### src/rtl/k10_axil_timer.sv
`default_nettype none
// ============================================================================
// Module      : k10_axil_timer
// Description : RISC-V machine timer (mtime / mtimecmp) behind an AXI4-Lite
//               slave port. Only address bits [11:0] are decoded.
//               Register map (word offsets, addr[1:0] ignored):
//                 0x000 MTIME_LO     0x004 MTIME_HI
//                 0x008 MTIMECMP_LO  0x00C MTIMECMP_HI
//               Other offsets read as zero and ignore writes (OKAY response).
// Ports       : i_clk, i_rst          clock / async active-high reset
//               s_axi_*               AXI4-Lite slave (AW, W, B, AR, R)
//               o_timer_irq           level interrupt, mtime >= mtimecmp
//               o_mtime               live 64-bit mtime value
// Parameters  : PRESCALE              mtime ticks every PRESCALE clocks (>=1)
// Revision    : 1.0 - initial release
// ============================================================================
module k10_axil_timer #(
    parameter int PRESCALE = 1
) (
    input  logic        i_clk,
    input  logic        i_rst,
    input  logic [31:0] s_axi_awaddr,
    input  logic [2:0]  s_axi_awprot,
    input  logic        s_axi_awvalid,
    output logic        s_axi_awready,
    input  logic [31:0] s_axi_wdata,
    input  logic [3:0]  s_axi_wstrb,
    input  logic        s_axi_wvalid,
    output logic        s_axi_wready,
    output logic [1:0]  s_axi_bresp,
    output logic        s_axi_bvalid,
    input  logic        s_axi_bready,
    input  logic [31:0] s_axi_araddr,
    input  logic [2:0]  s_axi_arprot,
    input  logic        s_axi_arvalid,
    output logic        s_axi_arready,
    output logic [31:0] s_axi_rdata,
    output logic [1:0]  s_axi_rresp,
    output logic        s_axi_rvalid,
    input  logic        s_axi_rready,
    output logic        o_timer_irq,
    output logic [63:0] o_mtime
);

    // A 1-bit counter is kept even for PRESCALE=1 so the vector is never empty.
    localparam int              c_PW        = (PRESCALE > 1) ? $clog2(PRESCALE) : 1;
    localparam logic [c_PW-1:0] c_PRESC_MAX = c_PW'(PRESCALE - 1);
    localparam logic [c_PW-1:0] c_PRESC_ONE = c_PW'(1);

    localparam logic [9:0] c_IDX_MTIME_LO = 10'd0;
    localparam logic [9:0] c_IDX_MTIME_HI = 10'd1;
    localparam logic [9:0] c_IDX_CMP_LO   = 10'd2;
    localparam logic [9:0] c_IDX_CMP_HI   = 10'd3;

    logic [63:0]     r_mtime;
    logic [63:0]     r_mtimecmp;
    logic [c_PW-1:0] r_presc;
    logic            r_irq;
    logic            r_bvalid;
    logic            r_rvalid;
    logic [31:0]     r_rdata;

    logic            w_wr_en;
    logic            w_rd_en;
    logic            w_tick;
    logic [9:0]      w_wr_idx;
    logic [9:0]      w_rd_idx;
    logic [63:0]     w_mtime_nxt;
    logic [63:0]     w_cmp_nxt;
    logic [31:0]     w_rd_data;
    logic            w_unused;

    // Byte-lane merge of write data into a 32-bit half.
    function automatic logic [31:0] f_merge(input logic [31:0] cur,
                                            input logic [31:0] wd,
                                            input logic [3:0]  strb);
        logic [31:0] res;
        for (int i = 0; i < 4; i++) begin
            res[8*i +: 8] = strb[i] ? wd[8*i +: 8] : cur[8*i +: 8];
        end
        return res;
    endfunction

    // Both write channels handshake together in one cycle. Reset is folded in
    // so the ready outputs read low while reset is held.
    assign w_wr_en  = s_axi_awvalid & s_axi_wvalid & ~r_bvalid & ~i_rst;
    assign w_rd_en  = s_axi_arvalid & ~r_rvalid & ~i_rst;
    assign w_wr_idx = s_axi_awaddr[11:2];
    assign w_rd_idx = s_axi_araddr[11:2];
    assign w_tick   = (r_presc == c_PRESC_MAX);

    // A software write to either mtime half wins over the tick that cycle.
    always_comb begin
        w_mtime_nxt = r_mtime;
        if (w_wr_en && (w_wr_idx == c_IDX_MTIME_LO)) begin
            w_mtime_nxt = {r_mtime[63:32], f_merge(r_mtime[31:0], s_axi_wdata, s_axi_wstrb)};
        end else if (w_wr_en && (w_wr_idx == c_IDX_MTIME_HI)) begin
            w_mtime_nxt = {f_merge(r_mtime[63:32], s_axi_wdata, s_axi_wstrb), r_mtime[31:0]};
        end else if (w_tick) begin
            w_mtime_nxt = r_mtime + 64'd1;
        end
    end

    always_comb begin
        w_cmp_nxt = r_mtimecmp;
        if (w_wr_en && (w_wr_idx == c_IDX_CMP_LO)) begin
            w_cmp_nxt = {r_mtimecmp[63:32], f_merge(r_mtimecmp[31:0], s_axi_wdata, s_axi_wstrb)};
        end else if (w_wr_en && (w_wr_idx == c_IDX_CMP_HI)) begin
            w_cmp_nxt = {f_merge(r_mtimecmp[63:32], s_axi_wdata, s_axi_wstrb), r_mtimecmp[31:0]};
        end
    end

    always_comb begin
        w_rd_data = 32'd0;
        case (w_rd_idx)
            c_IDX_MTIME_LO: w_rd_data = r_mtime[31:0];
            c_IDX_MTIME_HI: w_rd_data = r_mtime[63:32];
            c_IDX_CMP_LO:   w_rd_data = r_mtimecmp[31:0];
            c_IDX_CMP_HI:   w_rd_data = r_mtimecmp[63:32];
            default:        w_rd_data = 32'd0;
        endcase
    end

    always_ff @(posedge i_clk or posedge i_rst) begin
        if (i_rst) begin
            r_mtime    <= 64'd0;
            r_mtimecmp <= 64'hFFFF_FFFF_FFFF_FFFF;
            r_presc    <= '0;
            r_irq      <= 1'b0;
            r_bvalid   <= 1'b0;
            r_rvalid   <= 1'b0;
            r_rdata    <= 32'd0;
        end else begin
            r_mtime    <= w_mtime_nxt;
            r_mtimecmp <= w_cmp_nxt;
            // Free-running; software writes to mtime do not realign it.
            r_presc    <= w_tick ? '0 : (r_presc + c_PRESC_ONE);
            r_irq      <= (r_mtime >= r_mtimecmp);

            if (w_wr_en) begin
                r_bvalid <= 1'b1;
            end else if (s_axi_bready) begin
                r_bvalid <= 1'b0;
            end

            if (w_rd_en) begin
                r_rvalid <= 1'b1;
                r_rdata  <= w_rd_data;
            end else if (s_axi_rready) begin
                r_rvalid <= 1'b0;
            end
        end
    end

    assign s_axi_awready = w_wr_en;
    assign s_axi_wready  = w_wr_en;
    assign s_axi_bresp   = 2'b00;
    assign s_axi_bvalid  = r_bvalid;
    assign s_axi_arready = ~r_rvalid & ~i_rst;
    assign s_axi_rdata   = r_rdata;
    assign s_axi_rresp   = 2'b00;
    assign s_axi_rvalid  = r_rvalid;
    assign o_timer_irq   = r_irq;
    assign o_mtime       = r_mtime;

    // Protection bits and undecoded address bits are intentionally ignored.
    assign w_unused = ^{s_axi_awprot, s_axi_arprot,
                        s_axi_awaddr[31:12], s_axi_awaddr[1:0],
                        s_axi_araddr[31:12], s_axi_araddr[1:0]};

endmodule
`default_nettype wire

### config.mk
export PLATFORM = sky130hd
export DESIGN_NAME = k10_axil_timer
export DESIGN_NICKNAME = d
export VERILOG_FILES = /design/src/rtl/k10_axil_timer.sv
export SDC_FILE = /design/constraint.sdc
export NUM_CORES = 1
export LEC_CHECK = 0
export BUFFER_PORTS_ARGS = -buffer_cell sky130_fd_sc_hd__buf_4
export CAP_MARGIN = 20
export CORE_UTILIZATION = 60
export DETAILED_ROUTE_END_ITERATION = 10
export PLACE_DENSITY = 0.91
export SLEW_MARGIN = 20
export SYNTH_ARGS = -nofsm -noshare
export SYNTH_HDL_FRONTEND = slang
export SYNTH_SLANG_ARGS = --single-unit
### constraint.sdc
create_clock -name i_clk -period 14.4 [get_ports i_clk]
set_clock_uncertainty 0.1 [all_clocks]
set_input_delay 1.44 -clock i_clk [delete_from_list [all_inputs] [get_ports i_clk]]
set_output_delay 1.44 -clock i_clk [all_outputs]
set_load 0.02 [all_outputs]
==> results of run 1 <==
## how the worst min path moves through the flow
| stage | endpoint | depth (start not counted) |
|---|---|---|
| 2_1_floorplan | r_mtimecmp[50]$_DFFE_PP1P_ | 2 |
| 3_3_place_gp | s_axi_rdata[29]$_DFFE_PP0P_ | 2 |
| 3_5_place_dp | s_axi_rdata[1]$_DFFE_PP0P_ | 2 |
| 4_1_cts | s_axi_rdata[28]$_DFFE_PP0P_ | 2 |
| 5_1_grt | s_axi_rdata[28]$_DFFE_PP0P_ | 2 |
| 6_report | s_axi_rdata[28]$_DFFE_PP0P_ | 2 |
## state kept, by name (all words and copies together), names as in the netlist
register	count
s_axi_rdata	32
s_axi_bvalid	1
o_mtime	64
o_timer_irq	1
s_axi_rvalid	1
r_mtimecmp	64
## area by class of cell
cell class                 count  area, um2
clock buffer                  23        488
clock inverter                 9        199
fill                        1147       4370
inverter                      74        285
multi-input combinational    790       5570
sequential                   163       4160
tap                          220        275
timing repair buffer         173       1300
## cell usage after synthesis, drive strengths merged (3+ instances only)
master,count,area (um2)
a31oi,8,50.1
nand3,41,205
and2,12,75.1
a221oi,36,315
a22o,32,280
o21a,13,97.6
o31ai,5,37.5
mux2,63,709
a21oi,57,293
and4,8,70.1
nor4,19,165
o221a,5,56.3
nor3,32,165
o21ba,3,30.0
nand4,35,219
buf,15,91.3
nor3b,8,81.3
clkbuf,42,158
a211oi,15,128
o32ai,4,35.0
nor2,64,240
ha,65,813
or4,9,71.3
a21o,13,97.6
dfstp,64,1680
nand2b,4,25.0
nand3b,3,26.3
nand2,105,397
o211ai,4,30.0
o22ai,9,56.3
dfrtp,99,2480
a311oi,4,35.0
mux2i,11,110
o41ai,3,33.8
o21ai,59,295
and3,9,56.3
or3,4,25.0
inv,74,278
## critical path, cell delays in order
cell      delay (ps)
buf_4            140
or4bb_1          680
nor4_4           960
buf_4            460
nand3b_1         330
and3_1           290
a211o_1          260
## power by group
group	leakage [nW]	total, mW	switching, mW	internal [mW]
clock network	0.337	0.533	0.189	0.344
registers	1.90	0.498	0.0276	0.470
logic	3.00	0.134	0.0803	0.0536
## per-layer routing
| layer | vias to the layer above | GRT usage [%] | share of wire, % |
|---|---|---|---|
| met5 | - | 0 | 0 |
| met4 | 0 | 21.3 | 4.9 |
| met3 | 144 | 10.2 | 11 |
| met2 | 728 | 58.5 | 46 |
| met1 | 4859 | 49.0 | 38 |
| li1 | 4332 | - | - |
## stage by stage
stage / instance area [um2] / cells / utilization [%]
2_1_floorplan: 10200 / 1084 / -
3_3_place_gp: 11600 / 1420 / 69.6
3_5_place_dp: 11600 / 1420 / 69.6
4_1_cts: 12300 / 1452 / 73.8
5_1_grt: 12300 / 1452 / 73.8
6_report: 12300 / 1452 / 73.8
## logic make-up after synthesis
| family | Yosys count |
|---|---|
| compound gates | 290 |
| xor+xnor | 1 |
| fa+ha+maj | 65 |
| buf+inv | 131 |
| flops | 163 |
| mux | 74 |
| other cells | 1 |
| simple gates | 356 |
## cell usage in the layout (no fill, tap or decap), types with 17 or more instances in the layout
cell and n:
buf_4 173, nand2_1 104, dfrtp_1 99, inv_1 73, ha_1 65, nor2_1 64, dfstp_2 64, mux2_2 58
a21oi_1 55, o21ai_0 53, nand3_1 41, a221oi_1 36, nand4_1 35, a22o_1 32, nor3_1 30, clkbuf_16 17
==> results.sh, run 1 <==
export IMPL_timing_hold_ws_ps=379
export IMPL_yosys_warnings=0
export IMPL_hpwlAfterDp_um=22700
export IMPL_setup_violations=0
export IMPL_relSlewSlack_pct=22.1
export IMPL_wl_per_cell_um=22.7
export IMPL_powerDensity_nw_per_um2=94.8
export IMPL_core_um2=16600
export IMPL_synth_top_family_by_area="compound AO/OA/AOI/OAI gates"
export IMPL_cts_root_buf="clkbuf_16"
export IMPL_die_h_um=133
export IMPL_htree_num_levels=4
export IMPL_worst_path_max_fanout=25
export IMPL_drive_gt1_share_pct=28.7
export IMPL_diodes=0
export IMPL_grt_pass1_vias=9728
export IMPL_endpoint_kind="flip-flop"
export IMPL_layout_min_cycle_time_ps=4340
export IMPL_maxSlewViolCount=0
export IMPL_async_reset_ff_share_pct=100
export IMPL_pre_cts_ws_ps=9740
export IMPL_initial_core_util_pct=61.5
export IMPL_seq_area_frac_synth_pct=40.7
export IMPL_period_share_pct=30.2
export IMPL_die_area_um2=17600
export IMPL_synth_xor_area_share_pct=0.0856
export IMPL_rr_endpoint="o_mtime[14]$_DFFE_PP0P_"
export IMPL_ir_drop_mv=0.0858
export IMPL_synth_compound_area_share_pct=20.0
export IMPL_clk_latency_ps=440
export IMPL_r2r_start="s_axi_bvalid$_DFFE_PP0P_"
export IMPL_fp_row_count=47
export IMPL_tightestPinTransition_ps=1160
export IMPL_wl_um=33000
export IMPL_cp_start_kind="primary input"
export IMPL_critPathLaunch="i_rst"
export IMPL_cts_tree="yes"
export IMPL_status="finished, final reports clean"
export IMPL_cts_resized=0
export IMPL_antenna_found_initial=0
export IMPL_maxCapViolations=0
export IMPL_critPathKind="in2reg"
export IMPL_critPathArrivalTime_ps=4570
export IMPL_r2r_slack_ps=10820
export IMPL_overflow=0
export IMPL_synthFlopType="dfrtp_1"
export IMPL_ios=219
export IMPL_vias=10100
export IMPL_cts_hold_buf=0
export IMPL_timing_final_ws_setup_ps=10060
export IMPL_numPortBuffers=164
export IMPL_postSynthCellCount=1081
export IMPL_vias_per_cell=6.93
export IMPL_hp_class="reg2reg"
export IMPL_drc_errors=0
export IMPL_cts_buffer_depth=2
export IMPL_r2r_cells=6
export IMPL_drt_iter0_markers=1346
export IMPL_synth_fa_ha_area_share_pct=7.95
export IMPL_crit_required_ps=14620
export IMPL_syn_area_per_cell_um2=9.46
export IMPL_synth_enable_flop_cells=0
export IMPL_grt_pass1_wl_um=52100
export IMPL_ys_types=73
export IMPL_grt_use_total_pct=38.1
export IMPL_tns_ps=0
export IMPL_synth_area_um2=10200
export IMPL_synth_simple_area_share_pct=18.1
export IMPL_syn_to_final_growth_pct=20.0
export IMPL_clk_pin_slew_ps=60
export IMPL_firstDrtPassIters=6
export IMPL_cp_endpoint="o_mtime[14]$_DFFE_PP0P_"
export IMPL_grt_start_max_net_pins=114
export IMPL_p_total_mw=1.16
export IMPL_rsz0062_at_grt="false"
export IMPL_synth_mux_area_share_pct=8.01
export IMPL_p_leak_nw=5.23
export IMPL_hold_violations=0
export IMPL_gp_congestion=0.997
export IMPL_antenna_left=0
export IMPL_cts_made_buffers=17
export IMPL_die_w_um=133
export IMPL_fin_nets=1397
export IMPL_synth_seq_cells=163
export IMPL_hold_start="s_axi_rdata[28]$_DFFE_PP0P_"
export IMPL_cts_sinks=163
export IMPL_max_clock_freq_mhz=230
export IMPL_postCtsSetupRepairBufs=0
Power figures use the tool's default switching activity.
==> inputs of run 2 (changes only) <==
--- a/config.mk
+++ b/config.mk
@@ -7,9 +7,9 @@
 export LEC_CHECK = 0
 export BUFFER_PORTS_ARGS = -buffer_cell sky130_fd_sc_hd__buf_4
 export CAP_MARGIN = 20
-export CORE_UTILIZATION = 60
+export CORE_UTILIZATION = 56
 export DETAILED_ROUTE_END_ITERATION = 10
-export PLACE_DENSITY = 0.91
+export PLACE_DENSITY = 0.86
 export SLEW_MARGIN = 20
 export SYNTH_ARGS = -nofsm -noshare
 export SYNTH_HDL_FRONTEND = slang
==> constraint.sdc (replaced) <==
create_clock -name i_clk -period 4.1 [get_ports i_clk]
set_clock_uncertainty 0.1 [all_clocks]
set_input_delay 0.41 -clock i_clk [delete_from_list [all_inputs] [get_ports i_clk]]
set_output_delay 0.41 -clock i_clk [all_outputs]
set_load 0.02 [all_outputs]
==> results.sh, run 2 (synthesis results as in run 1) <==
export IMPL_max_stage_delay_ps=1000
export IMPL_cts_hold_buf=0
export IMPL_critPathKind="reg2reg"
export IMPL_die_h_um=137
export IMPL_wl_per_cell_um=22.2
export IMPL_cts_made_buffers=17
export IMPL_grt_pass1_vias=9198
export IMPL_initial_core_util_pct=57.0
export IMPL_ios=219
export IMPL_die_area_um2=18800
export IMPL_core_um2=18000
export IMPL_relSlewSlack_pct=23.4
export IMPL_critical_path_buf_inv_count=1
export IMPL_drc_errors=0
export IMPL_worst_path_max_fanout=25
export IMPL_hold_violations=0
export IMPL_gp_congestion=0.935
export IMPL_fp_row_count=49
export IMPL_antenna_found_initial=0
export IMPL_fin_nets=1402
export IMPL_final_cell_mix="176 x buf_4, 104 x nand2_1, 99 x dfrtp_1"
export IMPL_syn_to_final_growth_pct=20.3
export IMPL_setup_violations=0
export IMPL_antenna_left=0
export IMPL_drive_gt1_share_pct=28.9
export IMPL_layout_commonest_cell="buf_4"
export IMPL_grt_start_max_net_pins=110
export IMPL_powerDensity_nw_per_um2=327
export IMPL_drt_iter0_markers=1189
export IMPL_pre_cts_ws_ps=704
export IMPL_crit_required_ps=4320
export IMPL_cts_buffer_depth=2
export IMPL_timing_final_ws_setup_ps=820
export IMPL_endpoint_kind="flip-flop"
export IMPL_cts_resized=0
export IMPL_r2r_start="s_axi_bvalid$_DFFE_PP0P_"
export IMPL_maxCapViolations=0
export IMPL_status="finished, final reports clean"
export IMPL_cts_root_buf="clkbuf_16"
export IMPL_maxSlewViolCount=0
export IMPL_hpwlAfterDp_um=22700
export IMPL_fin_util_pct=68.5
export IMPL_rsz0062_at_grt="false"
export IMPL_hp_class="in2async"
export IMPL_rr_endpoint="o_mtime[33]$_DFFE_PP0P_"
export IMPL_clk_latency_ps=440
export IMPL_vias=10000
export IMPL_cts_tree="yes"
export IMPL_ir_drop_mv=0.294
export IMPL_period_share_pct=80.0
export IMPL_grt_use_total_pct=35.0
export IMPL_max_clock_freq_mhz=305
export IMPL_layout_min_cycle_time_ps=3280
export IMPL_wl_um=32600
export IMPL_critPathArrivalTime_ps=3500
export IMPL_p_total_mw=4.03
export IMPL_path_cells="or4bb_1, or4_2, buf_4, a21oi_2, nor2_1, a221o_1"
export IMPL_numPortBuffers=164
export IMPL_diodes=0
export IMPL_critPathTopFamily="simple AND/OR/NAND/NOR gates"
export IMPL_p_leak_nw=5.24
export IMPL_die_w_um=137
export IMPL_r2r_slack_ps=820
export IMPL_overflow=0
export IMPL_clk_pin_slew_ps=60
export IMPL_r2r_cells=6
export IMPL_firstDrtPassIters=7
export IMPL_htree_num_levels=4
export IMPL_vias_per_cell=6.82
export IMPL_cp_start_kind="flip-flop"
export IMPL_postCtsSetupRepairBufs=0
export IMPL_grt_pass1_wl_um=49900
export IMPL_cts_sinks=163
export IMPL_tns_ps=0
export IMPL_tightestPinTransition_ps=1120
export IMPL_cp_slowest_cell="or4_2"
## run 2: worst reg2reg max path, delay by kind of cell, from the launching register on
family / cells / cell delay, ps
buffers and inverters: 1 / 360
and+or+nand+nor: 3 / 1740
DFF: 1 / 400
AOI/OAI and AO/OA: 2 / 560
## run 2: layout make-up
class / instances / area [um2]
clock inverters: 11 / 208
fillers: 1384 / 5650
inverters: 74 / 282
repair buffers: 178 / 1360
well taps: 229 / 287
multi-input cells: 790 / 5570
clock buffers: 21 / 440
flip-flops and latches: 163 / 4160
## run 2: how the worst max path moves through the flow
stage / startpoint / depth (start not counted) / to
global route: s_axi_bvalid$_DFFE_PP0P_ / 6 / o_mtime[33]$_DFFE_PP0P_
CTS: s_axi_bvalid$_DFFE_PP0P_ / 6 / o_mtime[33]$_DFFE_PP0P_
finish: s_axi_bvalid$_DFFE_PP0P_ / 6 / o_mtime[33]$_DFFE_PP0P_
global placement: s_axi_awaddr[5] / 7 / o_mtime[33]$_DFFE_PP0P_
detailed placement: s_axi_awaddr[5] / 7 / o_mtime[33]$_DFFE_PP0P_
floorplan: o_mtime[11]$_DFFE_PP0P_ / 8 / o_mtime[46]$_DFFE_PP0P_
## run 2: per-stage QoR
stage / cells / cell area (um2) / hold slack (ps)
floorplan: 1084 / 10200 / 368
global placement: 1434 / 11700 / 362
detailed placement: 1434 / 11700 / 372
CTS: 1466 / 12300 / 61.3
global route: 1466 / 12300 / 79.7
finish: 1466 / 12300 / 15.6
## run 2: routing by layer
metal,GRT usage [%],up-vias,share of wire [%]
met3,7.19,127,10
met5,0,-,0
met4,17.1,0,4.2
met1,45.9,4827,39
met2,55.2,708,47
li1,-,4339,-
## run 2: power by group
| part | switching (mW) | internal (mW) | total [mW] | leakage, nW |
|---|---|---|---|---|
| Combinational | 0.281 | 0.189 | 0.470 | 3.03 |
| Sequential | 0.107 | 1.65 | 1.76 | 1.90 |
| Clock | 0.662 | 1.14 | 1.80 | 0.315 |
| Total | 1.05 | 2.98 | 4.03 | 5.24 |
==> inputs of run 3 (changes only) <==
--- a/config.mk
+++ b/config.mk
@@ -7,9 +7,9 @@
 export LEC_CHECK = 0
 export BUFFER_PORTS_ARGS = -buffer_cell sky130_fd_sc_hd__buf_4
 export CAP_MARGIN = 20
-export CORE_UTILIZATION = 56
+export CORE_UTILIZATION = 50
 export DETAILED_ROUTE_END_ITERATION = 10
-export PLACE_DENSITY = 0.86
+export PLACE_DENSITY = 0.81
 export SLEW_MARGIN = 20
 export SYNTH_ARGS = -nofsm -noshare
 export SYNTH_HDL_FRONTEND = slang
==> constraint.sdc (replaced) <==
create_clock -name i_clk -period 2.7 [get_ports i_clk]
set_clock_uncertainty 0.1 [all_clocks]
set_input_delay 0.27 -clock i_clk [delete_from_list [all_inputs] [get_ports i_clk]]
set_output_delay 0.27 -clock i_clk [all_outputs]
set_load 0.02 [all_outputs]
==> results.sh, run 3 (synthesis results as in run 1) <==
export IMPL_status="finished, violations left"
export IMPL_violations="negative hold slack"
export IMPL_grt_use_total_pct=33.5
export IMPL_worst_path_max_fanout=3
export IMPL_crit_required_ps=2870
export IMPL_critPathArrivalTime_ps=2770
export IMPL_r2r_start="r_mtimecmp[29]$_DFFE_PP1P_"
export IMPL_regArea_um2=4160
export IMPL_syn_to_final_growth_pct=30.7
export IMPL_cts_made_buffers=17
export IMPL_grt_pass1_vias=10300
export IMPL_final_cell_mix="268 x buf_4, 104 x nand2_1, 99 x dfrtp_1"
export IMPL_cp_slowest_cell="dfstp_2"
export IMPL_hp_class="in2async"
export IMPL_layout_min_cycle_time_ps=2600
export IMPL_tns_ps=0
export IMPL_max_clock_freq_mhz=384
export IMPL_rsz0062_at_grt="false"
export IMPL_layout_commonest_cell="buf_4"
export IMPL_critical_path_buf_inv_count=1
export IMPL_die_area_um2=21000
export IMPL_critPathKind="reg2reg"
export IMPL_wl_per_cell_um=21.6
export IMPL_setup_violations=0
export IMPL_grt_start_max_net_pins=93
export IMPL_clk_latency_ps=440
export IMPL_grt_pass1_wl_um=55400
export IMPL_diodes=0
export IMPL_firstDrtPassIters=6
export IMPL_path_cells="inv_1, ha_1, a21o_1, a21o_1, a221oi_2, o21ai_0, nor3_1, o21ai_0"
export IMPL_die_w_um=145
export IMPL_cp_start_kind="flip-flop"
export IMPL_cts_buffer_depth=2
export IMPL_p_leak_nw=5.79
export IMPL_fillers=1509
export IMPL_pre_cts_ws_ps=-78.4
export IMPL_multi_input_area_um2=5620
export IMPL_timing_hold_ws_ps=-13.4
export IMPL_antenna_left=0
export IMPL_fin_nets=1519
export IMPL_drt_iter0_markers=1279
export IMPL_period_share_pct=96.4
export IMPL_overflow=0
export IMPL_gp_congestion=0.968
export IMPL_vias_per_cell=6.44
export IMPL_ir_drop_mv=0.441
export IMPL_drive_gt1_share_pct=34.7
export IMPL_relSlewSlack_pct=47.9
export IMPL_hold_violations=2
export IMPL_vias=10400
export IMPL_tightestPinTransition_ps=775
export IMPL_fin_util_pct=67.6
export IMPL_ios=219
export IMPL_cts_sinks=163
export IMPL_r2r_slack_ps=100
export IMPL_powerDensity_nw_per_um2=450
export IMPL_timing_final_ws_setup_ps=96.8
export IMPL_wl_um=35000
export IMPL_endpoint_kind="flip-flop"
export IMPL_maxCapViolations=0
export IMPL_htree_num_levels=4
export IMPL_drc_errors=0
export IMPL_hpwlAfterDp_um=24900
export IMPL_cts_tree="yes"
export IMPL_cts_root_buf="clkbuf_16"
export IMPL_numPortBuffers=164
export IMPL_fp_row_count=51
export IMPL_antenna_found_initial=0
export IMPL_r2r_cells=8
export IMPL_critPathTopFamily="compound AO/OA/AOI/OAI gates"
export IMPL_rr_endpoint="o_timer_irq$_DFF_PP0_"
export IMPL_die_h_um=145
export IMPL_core_um2=19800
export IMPL_initial_core_util_pct=51.7
export IMPL_clk_pin_slew_ps=70
export IMPL_maxSlewViolCount=0
export IMPL_max_stage_delay_ps=550
run 3: cell types whose count changed in the layout (fill, tap and decap cells not counted), sizes merged:
cell	delta
bufinv	-4
clkinvlp	+2
dlygate4sd3	+17
clkinv	+1
inv	+1
buf	+100
run 3: how the worst max path moves through the flow:
stage	start	to	slack (ps)	cells after the start
after floorplan	o_mtime[11]$_DFFE_PP0P_	o_mtime[46]$_DFFE_PP0P_	10	8
after global placement	s_axi_awaddr[5]	o_mtime[17]$_DFFE_PP0P_	1	8
after detailed placement	s_axi_awaddr[5]	o_mtime[18]$_DFFE_PP0P_	-80	8
after CTS	s_axi_bvalid$_DFFE_PP0P_	o_mtime[23]$_DFFE_PP0P_	0.5	8
after global routing	r_mtimecmp[30]$_DFFE_PP1P_	o_timer_irq$_DFF_PP0_	10	7
final	r_mtimecmp[29]$_DFFE_PP1P_	o_timer_irq$_DFF_PP0_	100	8
run 3: report_power, final:
part | internal, mW | total, mW | switching [mW] | leakage, nW
Combinational | 0.402 | 0.964 | 0.562 | 3.61
Sequential | 2.51 | 2.57 | 0.0583 | 1.90
Clock | 1.44 | 2.49 | 1.05 | 0.286
run 3: what timing repair did:
item                       4_1_cts  5_1_grt
setup buffers                    0        0
hold endpoints to repair        20        0
gates resized for setup          1       12
setup endpoints to repair        3       65
pin swaps                        1        0
hold buffers                    17        0
run 3: cell type report:
type | count | area share, %
well taps | 265 | 2.48
repair buffers | 295 | 17.8
clock inverters | 11 | 0.954
clock buffers | 21 | 3.52
multi-input cells | 790 | 42.0
flip-flops and latches | 163 | 31.1
inverters | 74 | 2.10
run 3: stage by stage:
| stage | total power [mW] | cells | instance area [um2] |
|---|---|---|---|
| 3_5_place_dp | 3.51 | 1570 | 12600 |
| 3_3_place_gp | 3.49 | 1570 | 12600 |
| 6_report | 6.02 | 1619 | 13400 |
| 2_1_floorplan | 3.04 | 1084 | 10200 |
| 5_1_grt | 6.20 | 1619 | 13400 |
| 4_1_cts | 6.00 | 1619 | 13300 |
run 3: worst reg2reg max path, stage by stage, from the launching register on:
cell,delay (ps)
dfstp_2,550
inv_1,50
ha_1,280
a21o_1,160
a21o_1,190
a221oi_2,310
o21ai_0,270
nor3_1,320
o21ai_0,220
run 3: routing by layer:
layer	track usage, %	wire length [um]	vias up
met1	44.1	14100	5034
li1	-	-	4593
met4	15.5	1310	0
met3	6.54	3400	110
met2	53.1	16200	694
met5	0	0	-
